--- src/rtl/trng_apt_window.sv ---
// Adaptive-proportion window: counts samples in a fixed-length window and
// the samples that match the window's first bit. Windows follow each other
// back to back. fail_o and winDone_o describe the sample presented this
// cycle, so the parent can act on the same edge that records the sample.
module trng_apt_window #(
  parameter int unsigned APT_WIN    = 512,
  parameter int unsigned APT_CUTOFF = 410,
  localparam int unsigned CW        = $clog2(APT_WIN + 1)
) (
  input  logic clk,
  input  logic rst_n,
  input  logic sample_i,
  input  logic bit_i,
  input  logic clear_i,
  output logic fail_o,
  output logic winDone_o
);

  localparam logic [CW-1:0] WIN_LAST  = CW'(APT_WIN);
  localparam logic [CW-1:0] MATCH_CUT = CW'(APT_CUTOFF);

  logic [CW-1:0] winCnt_q, winCnt_d;
  logic [CW-1:0] matchCnt_q, matchCnt_d;
  logic          refBit_q, refBit_d;
  logic          openNew;
  logic          matchInc;

  // A count of zero (fresh start) or a full window means the next sample opens a new window.
  assign openNew = (winCnt_q == '0) || (winCnt_q == WIN_LAST);

  // Sample-driven next values; clear is applied in the register so fail_o never depends on it.
  always_comb begin
    winCnt_d   = winCnt_q;
    matchCnt_d = matchCnt_q;
    refBit_d   = refBit_q;
    matchInc   = 1'b0;
    if (sample_i) begin
      if (openNew) begin
        refBit_d   = bit_i;
        winCnt_d   = CW'(1);
        matchCnt_d = CW'(1);
      end else begin
        winCnt_d = winCnt_q + CW'(1);
        if (bit_i == refBit_q) begin
          matchCnt_d = matchCnt_q + CW'(1);
          matchInc   = 1'b1;
        end
      end
    end
    fail_o    = matchInc && (matchCnt_d == MATCH_CUT);
    winDone_o = sample_i && (winCnt_d == WIN_LAST);
  end

  // Window registers; clear discards all partial statistics.
  always_ff @(posedge clk or negedge rst_n) begin
    if (!rst_n) begin
      winCnt_q   <= '0;
      matchCnt_q <= '0;
      refBit_q   <= 1'b0;
    end else if (clear_i) begin
      winCnt_q   <= '0;
      matchCnt_q <= '0;
      refBit_q   <= 1'b0;
    end else begin
      winCnt_q   <= winCnt_d;
      matchCnt_q <= matchCnt_d;
      refBit_q   <= refBit_d;
    end
  end

endmodule

--- config.mk ---
export PLATFORM = sky130hd
export DESIGN_NAME = trng_apt_window
export DESIGN_NICKNAME = d
export VERILOG_FILES = /design/src/rtl/trng_apt_window.sv
export SDC_FILE = /design/constraint.sdc
export NUM_CORES = 1
export LEC_CHECK = 0
export ABC_AREA = 1
export BUFFER_PORTS_ARGS = -buffer_cell sky130_fd_sc_hd__buf_2
export CAP_MARGIN = 15
export CORE_MARGIN = 4
export CORE_UTILIZATION = 61
export CTS_BUF_LIST = sky130_fd_sc_hd__clkbuf_8
export DETAILED_ROUTE_END_ITERATION = 8
export PLACE_DENSITY = 0.8
export REMOVE_ABC_BUFFERS = 1
export SLEW_MARGIN = 20
export SYNTH_ARGS = -nofsm -noshare
export SYNTH_HDL_FRONTEND = slang
export SYNTH_SLANG_ARGS = --single-unit
export TNS_END_PERCENT = 100
--- constraint.sdc ---
create_clock -name clk -period 3.1 [get_ports clk]
set_input_delay 0.31 -clock clk [delete_from_list [all_inputs] [get_ports clk]]
set_output_delay 0.31 -clock clk [all_outputs]
set_load 0.02 [all_outputs]
==> results of run 1 <==
critical path: stages, from the launching register on:
cell and delay (ns):
dfrtp_1 0.41, inv_1 0.09, ha_1 0.15, nand2_1 0.05
nor2_1 0.19, nand3_2 0.30, nand3_1 0.22, nand2_1 0.07
nor2_1 0.13, nand3_1 0.09, nor2_1 0.08, buf_2 0.16
layer usage:
metal / GRT usage [%] / up-vias
met3: 3.22 / 5
met2: 38.4 / 30
li1: - / 646
met5: 0 / -
met1: 31.1 / 585
met4: 6.07 / 0
Yosys cell counts:
cell      number
inv_1         32
nor3_1         7
a21oi_1        5
nand2_1       48
ha_1           3
inv_2          1
nor2_1        36
or2_2          1
xor2_1         2
nand2_2        1
nand3_2        1
nand4_1        6
o21ai_0        8
nand3_1       23
nand2_4        1
clkbuf_1       2
nor2_2         1
dfrtp_1       21
nor2_4         1
buf_6          1
buf_4          1
logic make-up (layout without fill, tap and decap cells):
| group | Yosys count | after routing |
|---|---|---|
| simple gates | 126 | 126 |
| buf+inv | 37 | 43 |
| flops | 21 | 21 |
| compound gates | 13 | 13 |
| fa+ha+maj | 3 | 3 |
| xor+xnor | 2 | 2 |
sequential cells by signal (all words and copies together) (netlist names):
name / count
matchCnt_q: 10
refBit_q: 1
winCnt_q: 10
placed cells by master, fill, tap and decap left out, types with 5 or more instances in the layout:
| cell | instances |
|---|---|
| nand4_1 | 6 |
| nand2_1 | 48 |
| o21ai_0 | 8 |
| buf_2 | 6 |
| dfrtp_1 | 21 |
| inv_1 | 32 |
| nor2_1 | 36 |
| a21oi_1 | 5 |
| nor3_1 | 7 |
| nand3_1 | 23 |
cell type report:
cell class              instances  share of cell area [%]
flip-flops and latches         21                    36.6
clock inverters                 1                   0.349
multi-input cells             144                    47.0
repair buffers                  6                    2.09
inverters                      33                    8.64
clock buffers                   3                    2.88
well taps                      27                    2.36
through the flow:
stage / hold WS [ns] / cell area (um2)
after floorplan: 0.0144 / 1320
after global placement: 0.290 / 1390
after detailed placement: 0.291 / 1390
after CTS: 0.00607 / 1430
after global routing: 0.0187 / 1430
final: -0.00697 / 1430
worst min path at each step:
stage,cells past startpoint,startpoint,slack (ns),to
after global placement,1,rst_n,0.29,winCnt_q[2]
after floorplan,0,rst_n,0.01,matchCnt_q[0]
after CTS,1,rst_n,0.006,winCnt_q[2]
final,1,rst_n,-0.007,winCnt_q[2]
after detailed placement,1,rst_n,0.29,winCnt_q[2]
after global routing,1,rst_n,0.02,winCnt_q[3]
power by group:
| group | internal, mW | switching (mW) |
|---|---|---|
| sequential | 0.279 | 0.00421 |
| combinational | 0.0171 | 0.0462 |
| clock | 0.0895 | 0.0892 |
| total | 0.385 | 0.140 |
==> out/summary.txt, run 1 <==
setup repair bufs after CTS: 0
Synth Area in XOR/XNOR: 1.30%
wire length after detailed routing: 2820 um
Setup TNS Final: 0 ns
Peak VDD IR: 0.330 mV
metal3 WL: 130 um
final setup margin: 0.578 ns
simple-gate share of the synthesized area: 41.1%
Post-Syn Instances: 202
hold_buf cts: 0
DRT Pass-1 Iters: 4
die footprint: 3030 um2
placeable core area: 2020 um2
gr usage total: 23.0%
global placer's final weighted congestion: 0.909
detailed placer's ending HPWL: 2110 um
top cells by area, synth: dfrtp_1, nand2_1, nor2_1, inv_1, nand3_1
TritonCTS Buffers: 3
kind of end point of the critical path: output port
CP required: 2.79 ns
worst r2r src: winCnt_q[0]
Slew @ Worst Pin: 0.466 ns
GRT overflow: 0
met2 wire length: 1310 um
failing checks: negative hold slack
DRC Markers: 0
# diodes: 0
IO Pins: 7
Sinks on Clock Net: 21
Critical Path Start: winCnt_q[0]
Avg Vias per Cell: 5.39
layout cell share with drive strength beyond 1: 8.17%
pre-CTS WS: 0.883 ns
DRT iter0 DRCs: 51
MaxCap Viol Count: 0
nets: 217
CP Launch Type: flip-flop
post-route non-filler standard cell count: 235
Root Buffer: clkbuf_8
FF-to-FF End: winCnt_q[9]
Cell Rows: 16
portion of netlist area occupied by mux cells: 0%
vias in the first global route: 1226
reg-to-reg slack, setup: 1.35 ns
CP Class: flip-flop to output port
Pwr Density: 366 nW/um2
Die X-Extent: 55.0 um
Final Max Slew Viols: 0
clock tree buffer depth: 2
Post-Synthesis Cell Area: 1350 um2
R2R cell count: 9
total area of sequential cells: 526 um2
global-route wire length before repair: 5110 um
Adder-Cell Fraction of Synth Area: 2.78%
Die Ht: 55.0 um
Top Metal Used: met4
status: finished, violations left
register area share after synthesis: 38.9%
fill cell count: 176
CTS tree: built
worst-skew pair later-pin latency: 0.26 ns
WL met1: 1360 um
area of the multi-input gates: 674 um2
Synthesis Warnings: 0
critical path data arrival time: 2.21 ns
CTS resizes: 0
worst setup path end: fail_o
unrepaired setup endpoints after global routing: false
Clock Skew: 0.00335 ns
Synth area leader: dfrtp_1
IO Port Bufs: 6
initial antenna violation count: 0
pin count of the biggest net entering global routing: 22
Fin. Hold Viols: 18
H-tree depth: 1
CP max FO: 15
Clock Pin Slew Worst Setup and Hold Paths: 0.08 ns
area delta synth->final: 6.21%
post-synthesis compound-gate area fraction: 4.82%
Slew headroom: 68.9%
Final Power: 0.525 mW
Initial Utilization: 66.8%
post-route clock period utilization: 81.4%
Fin Hold WS: -0.00697 ns
utilization after layout: 70.9%
Via Count: 1266
largest family of logic cells by synthesized area: simple AND/OR/NAND/NOR gates
syn_area_per_cell: 6.68 um2
Worst Hold Class: input port to async pin
Synth cell types: 21
crit path time final: 2.52 ns
Leak: 0.764 nW
placed cells: 231
final setup fails: 0
Peak Freq: 396 MHz
routed len/inst: 12.0 um
Yosys reg bits: 21
DRT antenna net count: 0
share of the synthesized area in the top cell type: 38.9%
Power figures use the tool's default switching activity.
==> run 2: changes to the inputs <==
Clock period 3.1 ns to 2.5 ns, I/O delays scaled along.
==> out/summary.txt, run 2 (same netlist as run 1, synthesis figures left out) <==
sw power: 0.176 mW (+26%)
most frequent cells in the layout: nand2_1, nor2_1, inv_1, nand3_1, dfrtp_1
Clk network pwr share: 33.3% (-0.7 points)
Clock Pin Slew Worst Setup and Hold Paths: 0.08 ns (about the same)
crit path time final: 2.28 ns
kind of end point of the critical path: output port
routed len/inst: 12.0 um (-0.31%)
Sinks on Clock Net: 21 (unchanged)
cells along the critical path: inv_1, ha_1, nand2_1, nor2_2, nand2_1, a21oi_1, nand3_1, nor2_1, nand3_1, nor2_1, buf_2
Root Buffer: clkbuf_8
Setup TNS Final: 0 ns (unchanged)
top flop regs: matchCnt_q: 10 flops, winCnt_q: 10 flops, refBit_q: 1 flops
final setup margin: 0.224 ns (-0.354 ns)
nets: 223 (+2.8%)
IO Pins: 7 (unchanged)
Clock Skew: 0.00167 ns (-0.00168 ns)
DP Area: 1390 um2 (unchanged)
most common cell after layout, fill and taps aside: nand2_1
TritonCTS Buffers: 3 (unchanged)
global-route wire length before repair: 5140 um (+0.55%)
GRT overflow: 0 (unchanged)
Die X-Extent: 55.0 um (unchanged)
Avg Vias per Cell: 5.38 (-0.10%)
pre-CTS WS: 0.343 ns (-0.540 ns)
placeable core area: 2020 um2 (unchanged)
sw frac: 26.5% (-0.058 points)
pin count of the biggest net entering global routing: 22 (unchanged)
CP Class: flip-flop to output port
Fin Hold WS: 0.343 ns (+0.350 ns)
gr usage total: 23.1% (+0.11 points)
Worst Hold Class: input port to flip-flop
Die Ht: 55.0 um (unchanged)
Peak VDD IR: 0.414 mV (+25%)
unrepaired setup endpoints after global routing: false
worst-skew pair later-pin latency: 0.26 ns (about the same)
Flop pwr share: 52.8% (-1.1 points)
MaxCap Viol Count: 0 (unchanged)
design area: 1490 um2 (+4.2%)
clock tree buffer depth: 2 (unchanged)
wire length after detailed routing: 2890 um (+2.2%)
critical path data arrival time: 2.03 ns (-0.18 ns)
post-route clock period utilization: 91.1%
detailed placer's ending HPWL: 2110 um (unchanged)
# diodes: 0 (unchanged)
Peak Freq: 439 MHz
global placer's final weighted congestion: 0.909 (about the same)
DRC Markers: 0 (unchanged)
CP top delay family: simple AND/OR/NAND/NOR gates
area delta synth->final: 10.7%
Slew @ Worst Pin: 0.470 ns (+0.00338 ns)
Final Max Slew Viols: 0 (unchanged)
layout cell share with drive strength beyond 1: 11.2% (+3.0 points)
CP Launch Type: flip-flop
Comb pwr share: 13.9% (+1.8 points)
IO Port Bufs: 6 (unchanged)
initial antenna violation count: 0 (unchanged)
Fin. Hold Viols: 0 (-18)
status: completed
DRT antenna net count: 0 (unchanged)
vias in the first global route: 1236 (+0.82%)
Cell Rows: 16 (unchanged)
slowest cell on the critical path: dfrtp_1
CP max FO: 3 (-12)
Slew headroom: 68.7% (-0.23 points)
Pwr Density: 445 nW/um2 (+21%)
Worst Path Buf+Inv: 2 (unchanged)
P_int: 0.488 mW (+27%)
H-tree depth: 1 (unchanged)
Leak: 0.793 nW (+3.7%)
DRT Pass-1 Iters: 4 (unchanged)
Initial Utilization: 66.8% (unchanged)
DRT iter0 DRCs: 59 (+16%)
final setup fails: 0 (unchanged)
die footprint: 3030 um2 (unchanged)
Via Count: 1297 (+2.4%)
CP required: 2.25 ns (-0.54 ns)
CTS tree: built
max incr delay on CP: 0.41 ns (about the same)
-- run 2: cell count changes in the layout (fill, tap and decap cells not counted) --
| cell | before | now |
|---|---|---|
| nand3_4 | 0 | 1 |
| buf_4 | 0 | 5 |
| nor2_2 | 1 | 3 |
| nand3_2 | 1 | 0 |
| dlygate4sd3_1 | 0 | 1 |
| nor2_1 | 36 | 34 |
-- run 2: tightest hold or removal path: cells and delay by family --
kind                   cells  cell delay (ns)
buffers and inverters      1             0.12
AO/OA/AOI/OAI              2             0.20
-- run 2: cell type report --
type / instances / area, um2
multi-input combinational: 144 / 687
fill: 164 / 528
sequential: 21 / 526
inverter: 33 / 124
timing repair buffer: 12 / 77.6
clock buffer: 3 / 41.3
tap: 27 / 33.8
clock inverter: 1 / 5.00
-- run 2: worst paths after layout --
kind | cells after the start | end | slack, ns | startpoint
max | 11 | winDone_o | 0.22 | winCnt_q[0]
min | 3 | refBit_q | 0.34 | bit_i
max reg2reg | 9 | winCnt_q[9] | 0.94 | winCnt_q[0]
min reg2reg | 2 | refBit_q | 0.58 | refBit_q
max in group asynchronous | 2 | refBit_q | 1.71 | rst_n
min in group asynchronous | 2 | winCnt_q[2] | 0.47 | rst_n
-- run 2: what timing repair did --
item,CTS,global route
hold buffers,1,0
resized for setup,0,3
buffers inserted,0,5
endpoints found under the setup margin,0,2
endpoints found under the hold margin,21,0
-- run 2: power by group through the flow --
| stage | combinational (mW) | clock, mW | sequential, mW |
|---|---|---|---|
| floorplan | 0.0478 | 0 | 0.357 |
| global route | 0.104 | 0.241 | 0.352 |
| global placement | 0.0756 | 0 | 0.357 |
| detailed placement | 0.0774 | 0 | 0.358 |
| CTS | 0.0792 | 0.232 | 0.351 |
| finish | 0.0923 | 0.221 | 0.351 |
-- run 2: layer usage --
metal | vias to the layer above | global-route usage (%) | share of wire, %
met5 | - | 0 | 0
met4 | 0 | 6.07 | 0.48
met3 | 4 | 3.22 | 4.0
met2 | 33 | 38.8 | 47
met1 | 603 | 31.1 | 48
li1 | 657 | - | -
-- run 2: per-stage QoR --
stage               cells  utilization, %  power, mW
floorplan             198               -      0.404
global placement      231            68.6      0.432
detailed placement    231            68.6      0.435
CTS                   236            71.4      0.662
global route          241            73.9      0.697
finish                241            73.9      0.664
